## src/rtl/div_pkg.sv

```systemverilog
// Shared types and sizing for the restoring divider: state encoding, operand
// width and iteration count.
package div_pkg;

  localparam int WIDTH = 8;
  localparam int ITER  = 8;
  localparam int CNT_W = $clog2(ITER);

  typedef enum logic [2:0] {
    S_WAIT  = 3'd0,
    S_LOAD  = 3'd1,
    S_SHIFT = 3'd2,
    S_TEST  = 3'd3,
    S_HOLD  = 3'd4
  } div_state_e;

endpackage

```

## src/rtl/div_datapath.sv

```systemverilog
// Restoring-division datapath: remainder R (WIDTH+1 bits), quotient/dividend Q,
// divisor D, the {R,Q} shifter and the 9-bit compare/subtract.
module div_datapath
  import div_pkg::*;
(
  input  logic             Clk,
  input  logic             Reset,
  input  logic [WIDTH-1:0] Din,
  input  logic             load_dividend,
  input  logic             load_divisor,
  input  logic             zero_load,
  input  logic             shift_en,
  input  logic             test_en,
  output logic [WIDTH-1:0] r_val,
  output logic [WIDTH-1:0] q_val
);

  logic [WIDTH:0]   r;
  logic [WIDTH-1:0] q;
  logic [WIDTH-1:0] d;
  logic [WIDTH:0]   d_ext;
  logic [WIDTH:0]   diff;
  logic             r_ge_d;

  // The extra top bit keeps R << 1 and R - D exact, so no overflow is possible.
  assign d_ext  = {1'b0, d};
  assign diff   = r - d_ext;
  assign r_ge_d = (r >= d_ext);

  // NOTE: state registers use non-blocking assignments so every register
  // samples the pre-edge values of its neighbours, as the hardware does.
  always_ff @(posedge Clk or negedge Reset) begin
    if (!Reset) begin
      r <= '0;
      q <= '0;
      d <= '0;
    end else if (load_dividend) begin
      q <= Din;
      r <= '0;
    end else if (load_divisor) begin
      d <= Din;
      r <= '0;
    end else if (zero_load) begin
      d <= '0;
      r <= {1'b0, q};
      q <= '1;
    end else if (shift_en) begin
      r <= {r[WIDTH-1:0], q[WIDTH-1]};
      q <= {q[WIDTH-2:0], 1'b0};
    end else if (test_en) begin
      if (r_ge_d) begin
        r    <= diff;
        q[0] <= 1'b1;
      end else begin
        q[0] <= 1'b0;
      end
    end
  end

  assign r_val = r[WIDTH-1:0];
  assign q_val = q;

endmodule

```

## src/rtl/div_control.sv

```systemverilog
// Top of the 8-bit restoring divider: Wait/Load/Shift/Test/Hold FSM driving
// div_datapath with one-hot strobes. Define DIVZERO_CHECK_EN to short-circuit
// a zero divisor straight to Hold with the DivZero flag raised.
module div_control
  import div_pkg::*;
(
  input  logic             Clk,
  input  logic             Reset,
  input  logic             Run,
  input  logic             ClearA_LoadB,
  input  logic [WIDTH-1:0] Din,
  output logic [WIDTH-1:0] Aval,
  output logic [WIDTH-1:0] Bval,
  output logic             Busy,
  output logic             Done,
  output logic             DivZero
);

  localparam logic [2:0] ST_WAIT  = S_WAIT;
  localparam logic [2:0] ST_LOAD  = S_LOAD;
  localparam logic [2:0] ST_SHIFT = S_SHIFT;
  localparam logic [2:0] ST_TEST  = S_TEST;
  localparam logic [2:0] ST_HOLD  = S_HOLD;

  logic [2:0]       state;
  logic [2:0]       state_nxt;
  logic [CNT_W-1:0] count;
  logic             last_iter;
  logic             din_zero;
  logic             load_dividend;
  logic             load_divisor;
  logic             zero_load;
  logic             shift_en;
  logic             test_en;

`ifdef DIVZERO_CHECK_EN
  assign din_zero = (Din == '0);
`else
  assign din_zero = 1'b0;
`endif

  // Run has priority over ClearA_LoadB in Wait; the load is ignored elsewhere.
  assign load_dividend = (state == ST_WAIT) && Run && !ClearA_LoadB;
  assign load_divisor  = (state == ST_LOAD) && !din_zero;
  assign zero_load     = (state == ST_LOAD) && din_zero;
  assign shift_en      = (state == ST_SHIFT);
  assign test_en       = (state == ST_TEST);
  assign last_iter     = (count == CNT_W'(ITER - 1));

  // NOTE: next-state defaults to the current state before the case so no
  // path through the block leaves state_nxt unassigned (no latch).
  always_comb begin
    state_nxt = state;
    case (state)
      ST_WAIT:  if (!Run) state_nxt = ST_LOAD;
      ST_LOAD:  state_nxt = din_zero ? ST_HOLD : ST_SHIFT;
      ST_SHIFT: state_nxt = ST_TEST;
      ST_TEST:  state_nxt = last_iter ? ST_HOLD : ST_SHIFT;
      ST_HOLD:  if (Run) state_nxt = ST_WAIT;
      default:  state_nxt = ST_WAIT;
    endcase
  end

  always_ff @(posedge Clk or negedge Reset) begin
    if (!Reset) begin
      state <= ST_WAIT;
      count <= '0;
    end else begin
      state <= state_nxt;
      if (load_divisor || zero_load)
        count <= '0;
      else if (test_en)
        count <= count + 1'b1;
    end
  end

`ifdef DIVZERO_CHECK_EN
  // Sticky until the next dividend load so software can read it after Hold.
  always_ff @(posedge Clk or negedge Reset) begin
    if (!Reset)
      DivZero <= 1'b0;
    else if (load_dividend)
      DivZero <= 1'b0;
    else if (zero_load)
      DivZero <= 1'b1;
  end
`else
  assign DivZero = 1'b0;
`endif

  assign Busy = (state == ST_LOAD) || (state == ST_SHIFT) || (state == ST_TEST);
  assign Done = (state == ST_HOLD);

  div_datapath u_datapath (
    .Clk           (Clk),
    .Reset         (Reset),
    .Din           (Din),
    .load_dividend (load_dividend),
    .load_divisor  (load_divisor),
    .zero_load     (zero_load),
    .shift_en      (shift_en),
    .test_en       (test_en),
    .r_val         (Aval),
    .q_val         (Bval)
  );

endmodule

```

## config.mk

```make
export PLATFORM = sky130hd
export DESIGN_NAME = div_control
export DESIGN_NICKNAME = d
export VERILOG_FILES = /design/src/rtl/div_pkg.sv /design/src/rtl/div_datapath.sv /design/src/rtl/div_control.sv
export SDC_FILE = /design/constraint.sdc
export NUM_CORES = 1
export LEC_CHECK = 0
export CAP_MARGIN = 20
export CORE_MARGIN = 2
export CORE_UTILIZATION = 30
export CTS_BUF_LIST = sky130_fd_sc_hd__clkbuf_8 sky130_fd_sc_hd__clkbuf_16
export CTS_CLUSTER_SIZE = 8
export DETAILED_ROUTE_END_ITERATION = 10
export MAX_ROUTING_LAYER = met4
export SLEW_MARGIN = 20
export SYNTH_ARGS = -nofsm -noshare
export SYNTH_HDL_FRONTEND = slang
export SYNTH_SLANG_ARGS = --single-unit
export TNS_END_PERCENT = 20
```

## constraint.sdc

```tcl
create_clock -name Clk -period 2.2 [get_ports Clk]
set_clock_uncertainty 0.1 [all_clocks]
set_input_delay 0.33 -clock Clk [delete_from_list [all_inputs] [get_ports Clk]]
set_output_delay 0.33 -clock Clk [all_outputs]
set_load 0.02 [all_outputs]
```

==> impl_metrics.env, run 1 <==
export IMPL_synth_compound_area_share_pct=20.3
export IMPL_drive_gt1_share_pct=18.8
export IMPL_drtIter0Drc=102
export IMPL_fin_crit_sh_pct=99.4
export IMPL_yosysWarnings=0
export IMPL_startpoint_type="register"
export IMPL_yosys_area_top_type="dfrtp_1"
export IMPL_r2r_end="u_datapath.q_val[0]"
export IMPL_async_flop_share_pct=100
export IMPL_grt_pass1_wl_um=7690
export IMPL_place_gp_congestion=0.859
export IMPL_synth_xor_area_share_pct=1.87
export IMPL_vias=1682
export IMPL_finalCriticalPeriod_ns=2.19
export IMPL_num_rows=28
export IMPL_drc=0
export IMPL_clockBufferDepth=2
export IMPL_synth_edf_count=0
export IMPL_synth_flop_cell="dfrtp_1"
export IMPL_rsz0062_at_grt="true"
export IMPL_regArea_um2=777
export IMPL_drt_wl_total_um=4650
export IMPL_syn_num_nets=238
export IMPL_die_y_um=83.1
export IMPL_core_um2=5990
export IMPL_netlist_instances=215
export IMPL_synth_top_area_share_pct=41.3
export IMPL_yosys_cell_types_count=45
export IMPL_fillCellCount=597
export IMPL_r2r_slack_ns=0.01
export IMPL_outcome="complete, no violations"
export IMPL_synthMuxAreaShare_pct=2.20
export IMPL_worstPathRequired_ns=2.26
export IMPL_start_util_pct=31.3
export IMPL_ys_seq_area_share_pct=41.3
export IMPL_cp_max_fo=3
export IMPL_cts_tree="built"
export IMPL_path_clk_slew_ns=0.07
export IMPL_reg2reg_from="u_datapath.r[6]"
export IMPL_synth_area_leaders="dfrtp_1 (41%), nand2_1 (8.0%), ha_1 (6.7%), o21ai_0 (5.1%), buf_4 (4.0%)"
export IMPL_fmax_mhz=457
export IMPL_antenna_found_initial=0
export IMPL_h_tree_depth=2
export IMPL_multi_input_area_um2=993
export IMPL_clk_latency_ns=0.28
export IMPL_setup_ws_ns=0.0137
export IMPL_die_area_um2=6900
export IMPL_nets=284
export IMPL_antenna_left=0
export IMPL_avgSynthCellArea_um2=8.73
export IMPL_vdd_drop_max_mv=0.742
export IMPL_final_hold_violation_count=0
export IMPL_worstSetupEndpointType="register"
export IMPL_syn_to_final_growth_pct=33.3
export IMPL_drt_wirelength_per_cell_um=13.8
export IMPL_grt_pass1_vias=1604
export IMPL_p_total_mw=4.88
export IMPL_grt_use_total_pct=14.0
export IMPL_dp_hpwl_um=3450
export IMPL_firstDrtPassIters=4
export IMPL_synth_cell_area_um2=1880
export IMPL_grt_ovfl_total=0
export IMPL_io_pins=31
export IMPL_cp_arrival_ns=2.25
export IMPL_critPathKind="reg2reg"
export IMPL_numCtsBuffers=5
export IMPL_reg2regPathDepth=7
export IMPL_synth_top_family_by_area="compound AO/OA/AOI/OAI gates"
export IMPL_setup_violations=0
export IMPL_routed_via_density=5.01
export IMPL_cts_hold_repair_buffers=0
export IMPL_cts_sinks=31
export IMPL_ys_ff_latch=31
export IMPL_grt_max_degree=32
export IMPL_cellLeakagePower_nw=1.15
export IMPL_hold_path_class="in2async"
export IMPL_pre_cts_slack_ns=-0.0291
export IMPL_port_buffers=29
export IMPL_clock_root_buffer="clkbuf_8"
export IMPL_antenna_cells=0
export IMPL_synthSimpleGateAreaFrac_pct=17.8
export IMPL_synth_fa_ha_area_share_pct=7.73
export IMPL_drv_slew=0
export IMPL_maxCapViolations=0
export IMPL_p_per_area_nw_per_um2=1950
export IMPL_die_w_um=83.1
==> layer usage <==
| metal | vias up | share of wire [%] | GRT usage (%) |
|---|---|---|---|
| met1 | 802 | 50 | 19.5 |
| li1 | 834 | - | - |
| met3 | 7 | 3.4 | 2.78 |
| met2 | 39 | 46 | 20.9 |
| met5 | - | 0 | - |
| met4 | 0 | 1.1 | 4.02 |
==> cell usage after synthesis, types with 2 or more instances <==
| cell type | count |
|---|---|
| nand2_1 | 40 |
| dfrtp_1 | 31 |
| o21ai_0 | 19 |
| inv_1 | 13 |
| nor2_1 | 13 |
| buf_4 | 10 |
| ha_1 | 10 |
| a22oi_1 | 8 |
| a21oi_1 | 7 |
| o31ai_1 | 5 |
| nand2b_1 | 4 |
| a211oi_1 | 3 |
| and2_1 | 3 |
| clkbuf_1 | 3 |
| mux2i_1 | 3 |
| nor3_1 | 3 |
| o22ai_1 | 3 |
| xor2_1 | 3 |
| a21o_1 | 2 |
| buf_2 | 2 |
| nand3_1 | 2 |
| o31a_1 | 2 |
| or2_2 | 2 |
| or3_1 | 2 |
| or3_2 | 2 |
==> cells by family after synthesis <==
group / after synthesis
and+or+nand+nor: 75
AOI/OAI and AO/OA: 59
DFF: 31
buffers and inverters: 30
adders and majority gates: 11
xor gates and xnor gates: 4
muxes: 4
other: 1
==> registers in the layout (all words and copies together), names as in the netlist <==
signal	count
u_datapath.q_val	8
count	3
state	3
u_datapath.d	8
u_datapath.r	9
==> cell usage in the layout, fill, tap and decap left out, drive strengths merged, types with 2 or more instances in the layout <==
cell type / count
xor2: 3
nor2: 13
a21o: 2
nand2b: 4
nand2: 40
clkdlybuf4s50: 29
a211oi: 3
and2: 3
o31a: 3
nand3: 2
clkbuf: 6
ha: 10
or3: 4
a22oi: 8
buf: 27
dfrtp: 31
inv: 13
o22ai: 3
or2: 2
o31ai: 5
o21ai: 21
nor3: 3
mux2i: 3
a21oi: 7
==> layout make-up <==
class	instances	area share, %
multi-input combinational	154	39.7
sequential	31	31.1
timing repair buffer	56	20.0
tap	75	3.75
clock buffer	6	3.30
inverter	13	1.95
clock inverter	1	0.200
==> critical path, cell delays in order (launching register included) <==
cell	delay, ns
dfrtp_1	0.43
ha_4	0.23
a21o_1	0.16
a211o_1	0.33
or2_2	0.29
o22ai_1	0.28
o31a_1	0.19
o21ai_0	0.07
==> per-stage QoR <==
step                      area (um^2)  hold slack [ns]  cells  utilization [%]  setup TNS, ns
after global routing             2500            0.394    336             41.8         -0.389
after floorplan                  1880          -0.0656    215                -              0
after CTS                        2460            0.370    335             41.1              0
final                            2500            0.346    336             41.8              0
after global placement           2330            0.371    326             38.9        -0.0161
after detailed placement         2330            0.375    326             38.9        -0.0869
==> how the worst max path moves through the flow <==
stage | start | endpoint | slack (ns) | depth (start not counted)
6_report | u_datapath.r[6] | u_datapath.q_val[0] | 0.01 | 7
5_1_grt | u_datapath.r[6] | u_datapath.r[8] | -0.06 | 8
4_1_cts | u_datapath.d[6] | u_datapath.r[2] | 0.004 | 8
3_5_place_dp | u_datapath.r[6] | u_datapath.r[0] | -0.03 | 8
3_3_place_gp | u_datapath.r[6] | u_datapath.r[0] | -0.01 | 8
2_1_floorplan | u_datapath.r[6] | u_datapath.r[8] | 0.06 | 7
==> power by group <==
part / internal, mW / switching (mW) / leakage [nW] / total, mW
Sequential: 0.858 / 0.180 / 0.384 / 1.04
Combinational: 1.62 / 1.76 / 0.723 / 3.38
Clock: 0.245 / 0.215 / 0.0470 / 0.461
Total: 2.72 / 2.16 / 1.15 / 4.88
==> timing repair <==
item,CTS,global route
setup buffers,1,1
endpoints found under the hold margin,0,0
setup endpoints to repair,8,11
cloned,1,0
gates resized for setup,6,12
pin swaps,5,5
Note: power is estimated with default switching activity, not from simulation.
==> inputs of run 2 (changes only) <==
TNS_END_PERCENT = unset   (was 20)
==> run 2 against run 1 <==
  * Sequential share of layout area shrank 0.17 points
  * Flip-flop and latch count is the same
  * Maximum frequency is essentially flat
  * Setup slack lost 0.00085 ns
  * Worst hold slack gained 0.00060 ns
  * Critical path type unchanged
  * Core utilization grew 0.23 points
  * Via count shrank 0.65%
  * Routed wire length grew 1.4%
  * Final cell count is the same
  * Non-clock buffer count is the same
==> impl_metrics.env, run 2 (synthesis results as in run 1) <==
export IMPL_start_util_pct=31.3
export IMPL_path_clk_slew_ns=0.07
export IMPL_dp_hpwl_um=3450
export IMPL_core_um2=5990
export IMPL_holdWs_ns=0.346
export IMPL_fin_crit_sh_pct=99.4
export IMPL_nets=284
export IMPL_maxCapViolations=0
export IMPL_hold_path_class="in2async"
export IMPL_finalCriticalPeriod_ns=2.19
export IMPL_clock_root_buffer="clkbuf_8"
export IMPL_largest_reg_flops=9
export IMPL_fillCellCount=595
export IMPL_final_hold_violation_count=0
export IMPL_grt_max_degree=32
export IMPL_mostFrequentLayoutCell="nand2_1"
export IMPL_cts_tree="built"
export IMPL_rsz0062_at_grt="true"
export IMPL_drc=0
export IMPL_clockBufferDepth=2
export IMPL_fmax_mhz=457
export IMPL_setup_violations=0
export IMPL_clk_latency_ns=0.28
export IMPL_drive_gt1_share_pct=20.3
export IMPL_drt_wl_total_um=4710
export IMPL_antenna_found_initial=0
export IMPL_drv_slew=0
export IMPL_layout_common_cells="nand2_1 (39), dfrtp_1 (30), clkdlybuf4s50_1 (29)"
export IMPL_outcome="complete, no violations"
export IMPL_regMostFlops="u_datapath.r"
export IMPL_cp_max_fo=3
export IMPL_io_pins=31
export IMPL_startpoint_type="register"
export IMPL_drt_wirelength_per_cell_um=14.0
export IMPL_vias=1671
export IMPL_numCtsBuffers=5
export IMPL_port_buffers=29
export IMPL_die_y_um=83.1
export IMPL_drtIter0Drc=116
export IMPL_die_area_um2=6900
export IMPL_cp_arrival_ns=2.25
export IMPL_syn_to_final_growth_pct=34.0
export IMPL_die_w_um=83.1
export IMPL_antenna_cells=0
export IMPL_grt_use_total_pct=14.0
export IMPL_grt_ovfl_total=0
export IMPL_r2r_slack_ns=0.01
export IMPL_routed_via_density=4.97
export IMPL_worstSetupEndpointType="register"
export IMPL_firstDrtPassIters=4
export IMPL_h_tree_depth=2
export IMPL_critPathKind="reg2reg"
export IMPL_grt_pass1_vias=1604
export IMPL_grt_pass1_wl_um=7690
export IMPL_antenna_left=0
export IMPL_num_rows=28
export IMPL_cts_sinks=31
export IMPL_worstPathRequired_ns=2.27
export IMPL_place_gp_congestion=0.859
export IMPL_final_util_pct=42.0
==> run 2: changes by cell type in the layout (fill, tap and decap cells not counted) <==
cell | previous run | this run
o31ai_1 | 5 | 4
nor2b_1 | 1 | 0
o21ai_1 | 5 | 6
a21oi_2 | 0 | 1
a21oi_1 | 7 | 6
o31ai_2 | 0 | 1
nand2_1 | 40 | 39
o21ai_0 | 15 | 14
nand2_2 | 0 | 1
nor2b_2 | 0 | 1
==> run 2: critical path, stage by stage (launching register included) <==
cell and delay [ns]:
dfrtp_1 0.43, ha_4 0.23, a21o_1 0.16, a211o_1 0.33
or2_2 0.29, o22ai_1 0.28, o31a_1 0.19, o21ai_0 0.07
==> run 2: final cells by class <==
type / count / area [um^2] / area share, %
Tap cell: 75 / 93.8 / 3.73
Multi-Input combinational cell: 154 / 1010 / 40.0
Inverter: 13 / 48.8 / 1.94
Clock inverter: 1 / 5.00 / 0.199
Sequential cell: 31 / 777 / 30.9
Clock buffer: 6 / 82.6 / 3.28
Timing Repair Buffer: 56 / 500 / 19.9
==> run 2: what timing repair did <==
action,in CTS,in global routing
gates cloned,1,0
hold buffers,0,0
pin swaps,5,5
endpoints found under the setup margin,8,11
buffers inserted,1,1
gates resized for setup,6,17
==> run 2: metrics by stage <==
| stage | std cells | TNS [ns] | worst slack [ns] | cell area [um^2] |
|---|---|---|---|---|
| after detailed placement | 326 | -0.0869 | -0.0291 | 2330 |
| after global placement | 326 | -0.0161 | -0.00963 | 2330 |
| after floorplan | 215 | 0 | 0.0604 | 1880 |
| after CTS | 335 | 0 | 0.00386 | 2460 |
| after global routing | 336 | -0.391 | -0.0564 | 2510 |
| final | 336 | 0 | 0.0129 | 2510 |
==> run 2: path summary, 6_finish.rpt <==
| path | from | endpoint | cells after the start |
|---|---|---|---|
| worst max-delay path | u_datapath.r[6] | u_datapath.q_val[0] | 7 |
| worst min register to register | count[1] | count[1] | 2 |
| worst min-delay path | Reset | u_datapath.r[2] | 2 |
| max in group asynchronous | Reset | state[2] | 2 |
| worst max register to register | u_datapath.r[6] | u_datapath.q_val[0] | 7 |
| min in group Clk | count[1] | count[1] | 2 |
==> run 2: per-layer routing <==
metal	GRT usage [%]	vias up	part of all wire [%]
met5	-	-	0
met4	4.02	0	1.0
met3	2.78	6	3.6
met2	20.9	36	46
met1	19.5	795	49
li1	-	834	-
Power of run 2 is left out: the tool's default activity adds up to more than one toggle a clock period on the data nets, which glitch-free logic cannot reach.
==> variant: new RTL, flow settings as in run 1 <==
Change the package constant `WIDTH` from 8 to 10.
--- a/src/rtl/div_pkg.sv
+++ b/src/rtl/div_pkg.sv
@@ -2,7 +2,7 @@
 // width and iteration count.
 package div_pkg;
 
-  localparam int WIDTH = 8;
+  localparam int WIDTH = 10;
   localparam int ITER  = 8;
   localparam int CNT_W = $clog2(ITER);
 
Ports: changed (resized Aval, Bval and Din); port bits go from 31 to 37. No check against the original RTL was run, so the function may have changed too.
==> variant against run 1 <==
- the run now ends with setup timing left
- setup slack worse by 0.13 ns
- routed wire length up 22%
- synthesized area up 23%
- die area up 22%
- first-iteration DRC count up 40%
- final area up 29%
- utilization up 0.67 points
- sequential cell count up 6
- critical path depth up 4
- largest cell class unchanged
Power is not shown: default switching activity piles up to over one toggle a cycle in this logic, so the estimate is an artifact.
==> variant: results (changes against run 1) <==
placed cell count 398 (+22%); Register-to-Register Path Depth 11 (+4); Clock H-tree levels 2 (unchanged); pre-CTS setup slack -0.125 ns (-0.0954 ns); Tot GR Track Use 14.3% (+0.28 points); setup total negative slack -0.244 ns (-0.244 ns); Post-Layout Cell Count 412 (+23%); Critical R2R Launch u_datapath.r[0]; gate count after technology mapping 253 (+18%); Hold Path Sink count[2]; clock-pin slew on the worst setup and hold paths 0.09 ns (+0.02 ns); worst hold slack 0.405 ns (+0.0592 ns); DR pass1 iterations 4 (unchanged); dominant cells by area after synthesis dfrtp_1 40%, nand2_1 7.6%, ha_1 6.5%; Distinct cells, synth 52 (+16%); vias in the first global route 1899 (+18%); syn_nets 280 (+18%); max FFs per register 11 (+2); largest net degree at the start of global routing 38 (+19%); GP Congestion 0.899 (+4.7%); Setup violations, final 3 (+3); first-pass GRT wire length 9.47 mm (+23%); setup ws final -0.112 ns (-0.126 ns); failing checks setup timing; Hold Path Origin count[2]; synth cell count leaders 47 x nand2_1, 37 x dfrtp_1, 20 x o21ai_0; dpl hpwl 4.15 mm (+20%); status finished, violations left; initial DRC count 143 (+40%); RR Endpoint u_datapath.r[8]; Clk Latency, worst-skew pair 0.30 ns (+0.02 ns); IO Port Bufs 35 (+21%); DP Area 2890 um^2 (+24%); layout net count 336 (+18%); hold crit path type flip-flop to flip-flop; sequential element share of the synthesized area 40.0% (-1.3 points); delay of the slowest cell on the worst path 0.38 ns (-0.05 ns); Routed WL 5.66 mm (+22%); share of cells above drive strength 1 24.2% (+5.4 points); Worst Path Arrival 2.41 ns (+0.16 ns); vias per inst 4.75 (-5.1%)
variant: final cells by class:
| type | count | area [um^2] |
|---|---|---|
| flip-flops and latches | 37 | 927 |
| repair buffers | 71 | 642 |
| well taps | 102 | 128 |
| inverters | 16 | 60.1 |
| fillers | 761 | 4380 |
| clock buffers | 5 | 68.8 |
| multi-input cells | 178 | 1330 |
| clock inverters | 3 | 68.8 |
variant: per-layer routing:
metal  vias to the layer above  wire (um)  part of all wire [%]  global-route usage [%]
met2                        33       2740                    48                    23.0
li1                        981          -                     -                       -
met4                         0         14                  0.25                    2.24
met3                         3        171                   3.0                    2.47
met1                       940       2740                    48                    19.5
met5                         -          0                     0                       -
variant: cells by family after synthesis:
group | share of synthesized area [%]
XOR/XNOR | 2.65
other | 0.162
multiplexers | 1.79
buffers and inverters | 8.55
AO/OA/AOI/OAI | 22.1
adder cells (fa/ha/maj) | 7.36
flip-flops | 40.0
AND/OR/NAND/NOR | 17.3
variant: tightest hold or removal path, stage by stage (launching register included):
cell,delay (ns)
dfrtp_1,0.35
nand2_1,0.05
o21ai_0,0.07
variant: timing repair:
item / 4_1_cts / 5_1_grt
endpoints found under the hold margin: 17 / 0
hold buffers: 1 / 0
gates resized for setup: 7 / 18
setup endpoints to repair: 11 / 11
buffers inserted: 1 / 4
pin swaps: 4 / 17
variant: worst max path at each step:
stage,endpoint,slack (ns),start
2_1_floorplan,u_datapath.r[10],-0.02,u_datapath.r[0]
3_3_place_gp,u_datapath.r[10],-0.06,u_datapath.r[0]
3_5_place_dp,u_datapath.r[10],-0.12,u_datapath.r[0]
4_1_cts,u_datapath.r[10],-0.11,u_datapath.r[0]
5_1_grt,u_datapath.r[10],-0.24,u_datapath.r[0]
6_report,u_datapath.r[8],-0.11,u_datapath.r[0]
